<file path="src/rtl/pmp_cfg_regfile_pkg.sv">
// Shared PMP/JITDomain configuration types and the regfile's local helpers.
package riscv;
  typedef enum logic [1:0] {
    OFF   = 2'b00,
    TOR   = 2'b01,
    NA4   = 2'b10,
    NAPOT = 2'b11
  } pmp_addr_mode_t;

  typedef struct packed {
    logic x;
    logic w;
    logic r;
  } pmpcfg_access_t;

  typedef struct packed {
    logic           locked;
    logic [1:0]     reserved;
    pmp_addr_mode_t addr_mode;
    pmpcfg_access_t access_type;
  } pmpcfg_t;

  typedef enum logic [2:0] {
    DOM0 = 3'd0,
    DOMI = 3'd1,
    DOM2 = 3'd2,
    DOM3 = 3'd3,
    DOM4 = 3'd4,
    DOM5 = 3'd5,
    DOM6 = 3'd6,
    DOM7 = 3'd7
  } dmp_domain_t;

  typedef struct packed {
    logic        locked;
    logic [3:0]  reserved;
    dmp_domain_t domain;
  } dmpcfg_t;

  // CSR-side target select encodings, shared with the CSR file.
  localparam logic [1:0] PMPSEL_CFG  = 2'd0;
  localparam logic [1:0] PMPSEL_ADDR = 2'd1;
  localparam logic [1:0] PMPSEL_DMP  = 2'd2;
endpackage

package pmp_cfg_regfile_pkg;
  typedef enum logic [1:0] {
    ST_IDLE  = 2'd0,
    ST_SCRUB = 2'd1,
    ST_DONE  = 2'd2
  } scrub_state_e;

  localparam riscv::dmpcfg_t DMPCFG_RESET = '{locked: 1'b0, reserved: 4'd0, domain: riscv::DOMI};

  // Reserved bits forced to zero; W without R is not a legal combination.
  function automatic riscv::pmpcfg_t legalize_pmpcfg(input logic [7:0] v);
    riscv::pmpcfg_t c;
    c = riscv::pmpcfg_t'(v);
    c.reserved = 2'b00;
    if (c.access_type.w && !c.access_type.r) c.access_type.w = 1'b0;
    return c;
  endfunction

  // Only the lock bit and the domain field are stored.
  function automatic riscv::dmpcfg_t legalize_dmpcfg(input logic [7:0] v);
    riscv::dmpcfg_t c;
    c = riscv::dmpcfg_t'(v);
    c.reserved = 4'd0;
    return c;
  endfunction
endpackage

</file>
<file path="src/rtl/pmp_cfg_regfile_legalize.sv">
// Combinational lock and WARL check for one entry: lock flags, old value and stored value.
module pmp_cfg_legalize
  import pmp_cfg_regfile_pkg::*;
#(
  parameter int PMP_LEN = 32
) (
  input  logic [1:0]         sel_i,
  input  riscv::pmpcfg_t     cur_cfg_i,
  input  logic [PMP_LEN-1:0] cur_addr_i,
  input  riscv::dmpcfg_t     cur_dmp_i,
  input  logic               nxt_tor_locked_i,
  input  logic [PMP_LEN-1:0] wdata_i,
  output logic               cfg_locked_o,
  output logic               addr_locked_o,
  output logic               dmp_locked_o,
  output logic [PMP_LEN-1:0] old_o,
  output logic [PMP_LEN-1:0] new_o,
  output logic               err_o
);
  logic [PMP_LEN-1:0] legal;

  // A locked TOR neighbour also freezes this entry's address, since it is that region's base.
  always_comb begin
    cfg_locked_o  = cur_cfg_i.locked;
    addr_locked_o = cur_cfg_i.locked | nxt_tor_locked_i;
    dmp_locked_o  = cur_dmp_i.locked;
    old_o         = '0;
    legal         = '0;
    err_o         = 1'b1;
    unique case (sel_i)
      riscv::PMPSEL_CFG: begin
        old_o = PMP_LEN'(cur_cfg_i);
        legal = PMP_LEN'(legalize_pmpcfg(wdata_i[7:0]));
        err_o = cfg_locked_o;
      end
      riscv::PMPSEL_ADDR: begin
        old_o = cur_addr_i;
        legal = wdata_i;
        err_o = addr_locked_o;
      end
      riscv::PMPSEL_DMP: begin
        old_o = PMP_LEN'(cur_dmp_i);
        legal = PMP_LEN'(legalize_dmpcfg(wdata_i[7:0]));
        err_o = dmp_locked_o;
      end
      default: begin
        old_o = '0;
        legal = '0;
        err_o = 1'b1;
      end
    endcase
    new_o = err_o ? old_o : legal;
  end
endmodule

</file>
<file path="src/rtl/pmp_cfg_regfile.sv">
// PMP / JITDomain configuration register file with CSR request port and scrub sequence.
module pmp_cfg_regfile
  import pmp_cfg_regfile_pkg::*;
#(
  parameter int PMP_LEN    = 32,
  parameter int NR_ENTRIES = 4
) (
  input  logic                          clk_i,
  input  logic                          rst_ni,
  input  logic                          req_valid_i,
  output logic                          req_ready_o,
  input  logic                          req_we_i,
  input  logic [1:0]                    req_sel_i,
  input  logic [3:0]                    req_idx_i,
  input  logic [PMP_LEN-1:0]            req_wdata_i,
  output logic                          rsp_valid_o,
  output logic [PMP_LEN-1:0]            rsp_rdata_o,
  output logic                          rsp_err_o,
  input  logic                          scrub_i,
  output logic                          busy_o,
  output logic                          cfg_changed_o,
  output logic [15:0][PMP_LEN-1:0]      conf_addr_o,
  output riscv::pmpcfg_t [15:0]         pmpconf_o,
  output riscv::dmpcfg_t [15:0]         dmpconf_o
);
  scrub_state_e state_q, state_d;
  logic [3:0] k_q, k_d;
  logic pending_q, pending_d;
  logic scrub_chg_q, scrub_chg_d;
  logic rsp_valid_q, rsp_valid_d;
  logic rsp_err_q, rsp_err_d;
  logic [PMP_LEN-1:0] rsp_rdata_q, rsp_rdata_d;
  logic cfg_changed_q, cfg_changed_d;
  riscv::pmpcfg_t [15:0] cfg_q, cfg_d;
  logic [15:0][PMP_LEN-1:0] addr_q, addr_d;
  riscv::dmpcfg_t [15:0] dmp_q, dmp_d;

  logic req_fire, in_scrub, idx_ok, nxt_ok, nxt_tor_locked, scrub_hit;
  logic [3:0] idx, nxt_idx;
  logic leg_cfg_locked, leg_addr_locked, leg_dmp_locked, leg_err;
  logic [PMP_LEN-1:0] leg_old, leg_new;

  assign req_ready_o   = (state_q == ST_IDLE) && !pending_q;
  assign req_fire      = req_valid_i && req_ready_o;
  assign in_scrub      = (state_q == ST_SCRUB);
  assign idx           = in_scrub ? k_q : req_idx_i;
  assign nxt_idx       = idx + 4'd1;
  assign idx_ok        = int'(idx) < NR_ENTRIES;
  assign nxt_ok        = int'(idx) + 1 < NR_ENTRIES;
  assign nxt_tor_locked = nxt_ok && cfg_q[nxt_idx].locked && (cfg_q[nxt_idx].addr_mode == riscv::TOR);

  // The scrub path shares this instance: during SCRUB the index is the scrub counter.
  pmp_cfg_legalize #(.PMP_LEN(PMP_LEN)) u_legalize (
    .sel_i            (req_sel_i),
    .cur_cfg_i        (cfg_q[idx]),
    .cur_addr_i       (addr_q[idx]),
    .cur_dmp_i        (dmp_q[idx]),
    .nxt_tor_locked_i (nxt_tor_locked),
    .wdata_i          (req_wdata_i),
    .cfg_locked_o     (leg_cfg_locked),
    .addr_locked_o    (leg_addr_locked),
    .dmp_locked_o     (leg_dmp_locked),
    .old_o            (leg_old),
    .new_o            (leg_new),
    .err_o            (leg_err)
  );

  // Next-state: request handling in IDLE, one entry per cycle in SCRUB, change pulse in DONE.
  always_comb begin
    state_d       = state_q;
    k_d           = k_q;
    pending_d     = pending_q;
    scrub_chg_d   = scrub_chg_q;
    rsp_valid_d   = 1'b0;
    rsp_err_d     = 1'b0;
    rsp_rdata_d   = rsp_rdata_q;
    cfg_changed_d = 1'b0;
    cfg_d         = cfg_q;
    addr_d        = addr_q;
    dmp_d         = dmp_q;
    scrub_hit     = 1'b0;
    unique case (state_q)
      ST_IDLE: begin
        if (req_fire) begin
          rsp_valid_d = 1'b1;
          if (!idx_ok || req_sel_i == 2'd3) begin
            rsp_err_d   = 1'b1;
            rsp_rdata_d = '0;
          end else if (req_we_i) begin
            rsp_err_d   = leg_err;
            rsp_rdata_d = leg_new;
            if (!leg_err) begin
              cfg_changed_d = (leg_new != leg_old);
              unique case (req_sel_i)
                riscv::PMPSEL_CFG:  cfg_d[idx]  = riscv::pmpcfg_t'(leg_new[7:0]);
                riscv::PMPSEL_ADDR: addr_d[idx] = leg_new;
                default:            dmp_d[idx]  = riscv::dmpcfg_t'(leg_new[7:0]);
              endcase
            end
          end else begin
            rsp_rdata_d = leg_old;
          end
          if (scrub_i) pending_d = 1'b1;
        end else if (scrub_i || pending_q) begin
          pending_d   = 1'b0;
          scrub_chg_d = 1'b0;
          k_d         = 4'd0;
          state_d     = (NR_ENTRIES == 0) ? ST_DONE : ST_SCRUB;
        end
      end
      ST_SCRUB: begin
        if (!leg_cfg_locked && cfg_q[k_q] != riscv::pmpcfg_t'(8'h00)) begin
          cfg_d[k_q] = riscv::pmpcfg_t'(8'h00);
          scrub_hit  = 1'b1;
        end
        if (!leg_addr_locked && addr_q[k_q] != '0) begin
          addr_d[k_q] = '0;
          scrub_hit   = 1'b1;
        end
        if (!leg_dmp_locked && dmp_q[k_q] != DMPCFG_RESET) begin
          dmp_d[k_q] = DMPCFG_RESET;
          scrub_hit  = 1'b1;
        end
        if (int'(k_q) == NR_ENTRIES - 1) begin
          state_d       = ST_DONE;
          cfg_changed_d = scrub_chg_q | scrub_hit;
        end else begin
          k_d         = k_q + 4'd1;
          scrub_chg_d = scrub_chg_q | scrub_hit;
        end
      end
      ST_DONE: state_d = ST_IDLE;
      default: state_d = ST_IDLE;
    endcase
  end

  // Registers; reset restores every configuration entry and idles the port.
  always_ff @(posedge clk_i) begin
    if (!rst_ni) begin
      state_q       <= ST_IDLE;
      k_q           <= 4'd0;
      pending_q     <= 1'b0;
      scrub_chg_q   <= 1'b0;
      rsp_valid_q   <= 1'b0;
      rsp_err_q     <= 1'b0;
      rsp_rdata_q   <= '0;
      cfg_changed_q <= 1'b0;
      for (int i = 0; i < 16; i++) begin
        cfg_q[i]  <= riscv::pmpcfg_t'(8'h00);
        addr_q[i] <= '0;
        dmp_q[i]  <= (i < NR_ENTRIES) ? DMPCFG_RESET : riscv::dmpcfg_t'(8'h00);
      end
    end else begin
      state_q       <= state_d;
      k_q           <= k_d;
      pending_q     <= pending_d;
      scrub_chg_q   <= scrub_chg_d;
      rsp_valid_q   <= rsp_valid_d;
      rsp_err_q     <= rsp_err_d;
      rsp_rdata_q   <= rsp_rdata_d;
      cfg_changed_q <= cfg_changed_d;
      cfg_q         <= cfg_d;
      addr_q        <= addr_d;
      dmp_q         <= dmp_d;
    end
  end

  assign rsp_valid_o   = rsp_valid_q;
  assign rsp_err_o     = rsp_err_q;
  assign rsp_rdata_o   = rsp_rdata_q;
  assign cfg_changed_o = cfg_changed_q;
  assign busy_o        = in_scrub;

  // Unimplemented entries are tied to zero on the checker-facing arrays.
  always_comb begin
    for (int i = 0; i < 16; i++) begin
      pmpconf_o[i]   = (i < NR_ENTRIES) ? cfg_q[i]  : riscv::pmpcfg_t'(8'h00);
      conf_addr_o[i] = (i < NR_ENTRIES) ? addr_q[i] : '0;
      dmpconf_o[i]   = (i < NR_ENTRIES) ? dmp_q[i]  : riscv::dmpcfg_t'(8'h00);
    end
  end
endmodule

</file>
<file path="config.mk">
export PLATFORM = sky130hd
export DESIGN_NAME = pmp_cfg_regfile
export DESIGN_NICKNAME = d
export VERILOG_FILES = /design/src/rtl/pmp_cfg_regfile_pkg.sv /design/src/rtl/pmp_cfg_regfile_legalize.sv /design/src/rtl/pmp_cfg_regfile.sv
export SDC_FILE = /design/constraint.sdc
export NUM_CORES = 2
export LEC_CHECK = 0
export CELL_PAD_IN_SITES_DETAIL_PLACEMENT = 2
export CELL_PAD_IN_SITES_GLOBAL_PLACEMENT = 2
export CORE_AREA = 3 3 384 310
export DETAILED_ROUTE_END_ITERATION = 10
export DIE_AREA = 0 0 387 313
export MAX_ROUTING_LAYER = met4
export PLACE_DENSITY_LB_ADDON = 0.15
export SETUP_SLACK_MARGIN = 0.1
export SYNTH_ARGS = -nofsm -noshare
export SYNTH_HDL_FRONTEND = slang
export SYNTH_SLANG_ARGS = --single-unit
</file>
<file path="constraint.sdc">
create_clock -name clk_i -period 5.74 [get_ports clk_i]
set_input_delay 1.148 -clock clk_i [delete_from_list [all_inputs] [get_ports clk_i]]
set_output_delay 1.148 -clock clk_i [all_outputs]
set_load 0.03 [all_outputs]
</file>
### Word-level counts from Yosys, hierarchy flattened

Index checks and enable logic that the tools add are counted.

| storage, ports and cells | value |
|---|---|
| register bits after elaboration | 811 |
| ROM bits | 0 |
| input port bits | 43 |
| bits in latches | 0 |
| logic and storage cells | 325 |
| memory bits (writable) | 0 |
| memories | 0 |

| cells by class | value |
|---|---|
| $lt $le $gt $ge | 7 |
| equal/unequal tests | 23 |
| reduce and logical (&&, ||, !) cells | 34 |
| bitwise operators | 9 |
| shift-type cells | 0 |
| $add $sub $neg | 3 |
| multipliers | 0 |
| divide/modulo/power cells | 0 |
| muxes and demuxes | 81 |

Operator list:

| cell | number |
|---|---|
| $mux W512 | 6 |
| $mux W128 | 12 |
| $pmux W512 S2 | 1 |
| $and A512 B512 Y512 | 1 |
| $bwmux W512 | 1 |
| $not A512 Y512 | 1 |
| $pmux W128 S2 | 2 |
| $bmux W32 S4 | 2 |
| $bwmux W128 | 2 |
| $demux W32 S4 | 2 |
| $mux W32 | 7 |
| $pmux W32 S3 | 2 |
| $bmux W8 S4 | 5 |
| $and A128 B128 Y128 | 1 |
| $not A128 Y128 | 1 |
| $and A112 B112 Y112 | 1 |
| $not A112 Y112 | 1 |
| $demux W8 S4 | 2 |
| $mux W8 | 7 |
| $ne A32 B32 Y1 | 1 |
| $reduce_bool A32 Y1 | 1 |
| $reduce_and A7 Y1 | 3 |
| $mux W1 | 18 |
| $mux W4 | 4 |
| 29 further kinds | 73 |

### Longest topological paths before layout

| logic depth | value |
|---|---|
| depth after elaboration | 17 |
| gate-level depth with buffers | 16 |

### Hierarchy

A second synthesis with hierarchy kept.

| unflattened totals | value |
|---|---|
| cells, all modules | 5288 |
| area total of the unflattened synthesis | 42729.7 µm² |

Modules (own cells, without submodules):

| module | area an instance (µm²) | cells an instance | times used |
|---|---|---|---|
| pmp_cfg_regfile | 41676.2 | 5119 | 1 |
| pmp_cfg_legalize | 1053.5 | 169 | 1 |

### Worst setup path after synthesis

Ideal clock, no wire load.

| path | value |
|---|---|
| kind | input -> register |
| start | in req_idx_i[3] |
| end | reg addr_q[129] in the netlist's numbering |
| stages | 12 |
| library setup time | 115 ps |
| required time | 5625 ps |
| path buffers | 2 |
| data arrival time | 3430 ps |
| slack | 2195 ps |
| cell sequence | or2_2 > mux2i_1 > o21ai_1 > a41oi_2 > inv_2 > and2_4 > o31a_4 > nand2b_4 > buf_6 > o21a_4 > buf_6 > and2_1 |

| between the ends | value |
|---|---|
| word-level cells in the longest chain between the ends | 16 |
| elaborated cells between the ends (all ways) | 40 |
| classes of those cells | add/sub: 2; order compare: 4; eq/ne: 4; mux: 21; bitwise: 1; reduce/logical: 8 |

Ends and longest elaborated chain:

| item | line | text |
|---|---|---|
| start, declared | pmp_cfg_regfile.sv:14 | `input logic [3:0] req_idx_i,` |
| $mux W4 (*) | pmp_cfg_regfile.sv:46 | `assign idx = in_scrub ? k_q : req_idx_i;` |
| $add A4 B1 Y4 | pmp_cfg_regfile.sv:47 | `assign nxt_idx = idx + 4'd1;` |
| $bmux W8 S4 | pmp_cfg_regfile.sv:50 | `assign nxt_tor_locked = nxt_ok && cfg_q[nxt_idx].locked && (cfg_q[nxt_idx].addr_mode == riscv::TOR);` |
| $mux W8 (not written as such) | pmp_cfg_regfile.sv:50 |  |
| $eq A2 B1 Y1 or $logic_and A1 B1 Y1 (tied branches) | pmp_cfg_regfile.sv:50 |  |
| $logic_and A1 B1 Y1 | pmp_cfg_regfile.sv:50 |  |
| $or A1 B1 Y1 | pmp_cfg_regfile_legalize.sv:25 | `addr_locked_o = cur_cfg_i.locked \| nxt_tor_locked_i;` |
| $pmux W1 S3 | pmp_cfg_regfile_legalize.sv:30 | `unique case (sel_i)` |
| $mux W32 | pmp_cfg_regfile_legalize.sv:52 | `new_o = err_o ? old_o : legal;` |
| $bwmux W512 | pmp_cfg_regfile.sv:96 | `riscv::PMPSEL_ADDR: addr_d[idx] = leg_new;` |
| $mux W512 | pmp_cfg_regfile.sv:94 | `unique case (req_sel_i)` |
| $mux W512 | pmp_cfg_regfile.sv:92 | `if (!leg_err) begin` |
| $mux W512 | pmp_cfg_regfile.sv:89 | `end else if (req_we_i) begin` |
| $mux W512 | pmp_cfg_regfile.sv:86 | `if (!idx_ok \|\| req_sel_i == 2'd3) begin` |
| $mux W512 | pmp_cfg_regfile.sv:84 | `if (req_fire) begin` |
| $pmux W512 S2 | pmp_cfg_regfile.sv:82 | `unique case (state_q)` |
| end signal, assigned | pmp_cfg_regfile.sv:163 | `addr_q <= addr_d;` |
| end, declared | pmp_cfg_regfile.sv:35 | `logic [15:0][PMP_LEN-1:0] addr_q, addr_d;` |

Every way passes the cells marked *; elsewhere a longest branch is shown, timed or not. The select of a mux whose other input is x is not followed.
A chain may end at the register's enable or synchronous reset.

### Worst setup path in the final report

| path | value |
|---|---|
| start | in req_idx_i[1] |
| end | reg cfg_changed_q, in the netlist cfg_changed_o |

| between the ends | value |
|---|---|
| word-level cells in the longest chain between the ends | 15 |
| elaborated cells between the ends (all ways) | 40 |
| classes of those cells | add/sub: 2; order compare: 2; eq/ne: 2; mux: 22; bitwise: 2; reduce/logical: 10 |

Ends and longest elaborated chain:

| item | line | text |
|---|---|---|
| $mux W4 (*) | pmp_cfg_regfile.sv:46 |  |
| $add A4 B1 Y4 | pmp_cfg_regfile.sv:47 |  |
| $bmux W8 S4 | pmp_cfg_regfile.sv:50 |  |
| $mux W8 (not written as such) | pmp_cfg_regfile.sv:50 |  |
| $eq A2 B1 Y1 or $logic_and A1 B1 Y1 (tied branches) | pmp_cfg_regfile.sv:50 |  |
| $logic_and A1 B1 Y1 | pmp_cfg_regfile.sv:50 |  |
| $or A1 B1 Y1 | pmp_cfg_regfile_legalize.sv:25 |  |
| $pmux W1 S3 or $logic_not A1 Y1 (tied branches) | pmp_cfg_regfile_legalize.sv:30, pmp_cfg_regfile.sv:116 |  |
| $mux W32 or $logic_and A1 B1 Y1 (tied branches) | pmp_cfg_regfile_legalize.sv:52, pmp_cfg_regfile.sv:116 |  |
| $ne A32 B32 Y1 or $mux W1 (tied branches) | pmp_cfg_regfile.sv:93, pmp_cfg_regfile.sv:116 |  |
| $mux W1, on equally long branches | pmp_cfg_regfile.sv:92, pmp_cfg_regfile.sv:120 |  |
| $mux W1, on equally long branches | pmp_cfg_regfile.sv:89, pmp_cfg_regfile.sv:82 |  |
| $mux W1 or $or A1 B1 Y1 (tied branches) | pmp_cfg_regfile.sv:86, pmp_cfg_regfile.sv:126 |  |
| $mux W1, on equally long branches | pmp_cfg_regfile.sv:84, pmp_cfg_regfile.sv:124 |  |
| $pmux W1 S2 (*) | pmp_cfg_regfile.sv:82 |  |
| end signal, assigned | pmp_cfg_regfile.sv:161 | `cfg_changed_q <= cfg_changed_d;` |
| end, declared | pmp_cfg_regfile.sv:33 | `logic cfg_changed_q, cfg_changed_d;` |

Marked as above.

==> impl_metrics.yaml <==
synthesis:
  yosysWarnings: 0
  synth_top_flop_cell: "dfxtp_1"
  yosysUniqueCellTypes: 88
  synthCells: 4172
  yosysSeqAreaShare_pct: 42.8
  synthArstFlopShare_pct: 0
  netlist_area_sq_um: 38000
  avgSynthCellArea_sq_um: 9.10
  ys_ff_latch: 811
  synth_edf_count: 0
  synth_top_area_share_pct: 42.8
  yosys.area.top_type: "dfxtp_1"
  synth_area_leaders: "dfxtp_1 (43%), buf_4 (15%), and2_1 (8.9%)"
clock_tree:
  cts-buffers-inserted: 88
  clock_latency_ns: 0.68
  cts_root_buf: "clkbuf_16"
  cts_setup_buffers: 0
  htree_num_levels: 3
  cts_resized: 0
  cts.sinks: 811
  path_clk_slew_ns: 0.07
  cts_buffer_depth: 3
  holdBufCountCts: 0
  cts_tree: "done"
worst_setup_path:
  crit_chain: "clkdlybuf4s50_1, nor2_1, a22oi_2, buf_4, buf_12, o22ai_1, o21ai_0, nand4_1, xor2_1, nand3_1, a21oi_1, nand4_1, o21ai_0, a31oi_1"
  critPathBufInv: 3
  endpoint: "cfg_changed_o"
  required_ns: 6.28
  r2r_setup_slack_ns: 0.91
  cp_num_cells: 14
  reg2reg_to: "pmpconf_o[31]"
  slowest_delay_ns: 0.72
  crit_path_max_fanout: 39
  crit_type: "input port to flip-flop"
  start_kind: "input port"
  cp_data_arrival_time_ns: 5.47
  cp_slowest_cell: "clkdlybuf4s50_1"
  r2r_cells: 11
  end_kind: "flip-flop"
  reg2reg_from: "state_q[0]"
  startpoint: "req_idx_i[1]"
  cp_top_family: "compound AO/OA/AOI/OAI gates"
placement:
  gp_congestion: 0.881
  port_buffers: 271
  place_hpwl_microns: 121000
  placed_cell_area_sq_um: 39400
  place_ws_ns: 0.235
global_routing:
  grt_pass1_wl_microns: 234000
  grt_pass1_vias: 31100
  overflow: 0
  grt_max_degree: 90
  track_usage_pct: 26.4
  antenna_found_initial: 10
route:
  m1WireLength_microns: 80800
  antenna_left: 0
  initialDrtViolationCount: 2907
  met2WireLength_microns: 69600
  drt-pass1-iter-count: 6
  wl_met3_microns: 9690
  vias: 31300
  viasPerCell: 5.32
  drc: 0
  drt-total-wl_microns: 163000
  wire_per_inst_microns: 27.6
  top_layer_used: "met4"
floorplanning:
  row_count: 111
  io_pins: 848
  die_h_microns: 313
  core_area_sq_um: 115000
  start_util_pct: 33.0
  die_x_microns: 387
  fp.dieArea_sq_um: 121000
pwr:
  powerDensity_nw_per_um2: 325
  p_leak_uw: 0.0168
  ir_worst_vdd_uv: 200
layout:
  final_nets: 4333
  final_cell_mix: "dfxtp_1 (809), conb_1 (576), and2_1 (540)"
  fin_area_sq_um: 42200
  layout_commonest_cell: "dfxtp_1"
  area_growth_pct: 11.2
  drive_gt1_share_pct: 8.77
timing:
  worst_pin_slew_ns: 1.20
  slew_viol_final: 0
  fin_setup_tns_ns: 0
  finalCritPeriodShare_pct: 85.9
  rsz0062_at_grt: "false"
  fmax_mhz: 203
  fin_ws_ns: 0.812
  finalSetupViolCount: 0
  max-slew-margin-rel_pct: 19.7
  period_minus_slack_ns: 4.93
  timing.clock.skew_ns: 0.0304
  hold_viol_final: 0
run:
  cap_violations: 0
worst_hold_path:
  hp-class: "flip-flop to flip-flop"
outcome:
  status: "complete, no violations"
where the power goes:
| group | internal (uW) | total [uW] | switching [uW] |
|---|---|---|---|
| clock | 3290 | 5760 | 2470 |
| sequential | 5640 | 5650 | 12.7 |
| combinational | 557 | 2300 | 1740 |
| total | 9480 | 13700 | 4230 |
state kept, by name, summed over array words and instances (netlist names), 2 cells and up:
name,count
cfg_q,96
dmp_q,96
dmpconf_o,32
k_q,4
rsp_rdata_o,32
pmpconf_o,32
addr_q,384
conf_addr_o,128
state_q,2
through the flow:
step                      total power (uW)  std cells  util, %  hold slack, ns
after floorplan                       7470       4747        -           0.421
after global placement                7990       5721     34.3           0.440
after detailed placement              8000       5721     34.3           0.445
after CTS                            13800       5881     36.7           0.453
after global routing                 14200       5883     36.8           0.483
final                                13700       5885     36.8           0.446
cell type report:
| type | count | area [sq um] |
|---|---|---|
| Clock buffer | 125 | 2480 |
| Clock inverter | 35 | 363 |
| Tap cell | 1525 | 1910 |
| Sequential cell | 811 | 16200 |
| Inverter | 39 | 148 |
| Multi-Input combinational cell | 2895 | 16700 |
| Timing Repair Buffer | 451 | 4360 |
| Fill cell | 12700 | 72600 |
| Antenna cell | 4 | 10.0 |
cell usage after synthesis, types with 33 or more instances:
library cell  count
a21oi_1          55
a22o_1           51
a22oi_1          33
and2_1          540
and3_1           53
buf_2            99
buf_4           783
buf_6            40
clkbuf_1         73
dfxtp_1         811
inv_1            36
nand2_1         106
nand4_1          79
nor2_1          207
nor3_1           63
nor4_1          117
o21ai_0         228
o22ai_1         392
o2bb2ai_1       113
worst min-delay path: cells and delay by family, from the launching register on:
family                 cells  cell delay (ns)
AND/OR/NAND/NOR            1             0.03
flip-flops                 1             0.32
buffers and inverters      1             0.05
cell families (layout without fill, tap and decap cells):
logic type	after synthesis	in the layout	share of synthesized area (%)
AND/OR/NAND/NOR	1277	1277	19.1
buffers and inverters	1041	650	19.2
AO/OA/AOI/OAI	1020	1020	18.1
flip-flops	811	811	42.8
multiplexers	11	11	0.511
XOR/XNOR	7	7	0.162
adder cells (fa/ha/maj)	4	4	0.132
other	1	580	0.00988
how the worst min path moves through the flow:
stage	from	end	cells past startpoint	slack [ns]
2_1_floorplan	dmp_q[67]	dmp_q[67]	2	0.42
3_3_place_gp	dmp_q[94]	dmp_q[94]	2	0.44
3_5_place_dp	dmp_q[66]	dmp_q[66]	2	0.45
4_1_cts	dmp_q[66]	dmp_q[66]	2	0.45
5_1_grt	dmp_q[66]	dmp_q[66]	2	0.48
6_report	dmp_q[66]	dmp_q[66]	2	0.45
per-layer routing:
layer  GRT usage [%]  up-vias
met5               -        -
met4            4.61        0
met3            3.43      152
met2            38.0     1126
met1            39.5    16200
li1                -    13800
No activity file was read; power rests on OpenSTA's default activity.
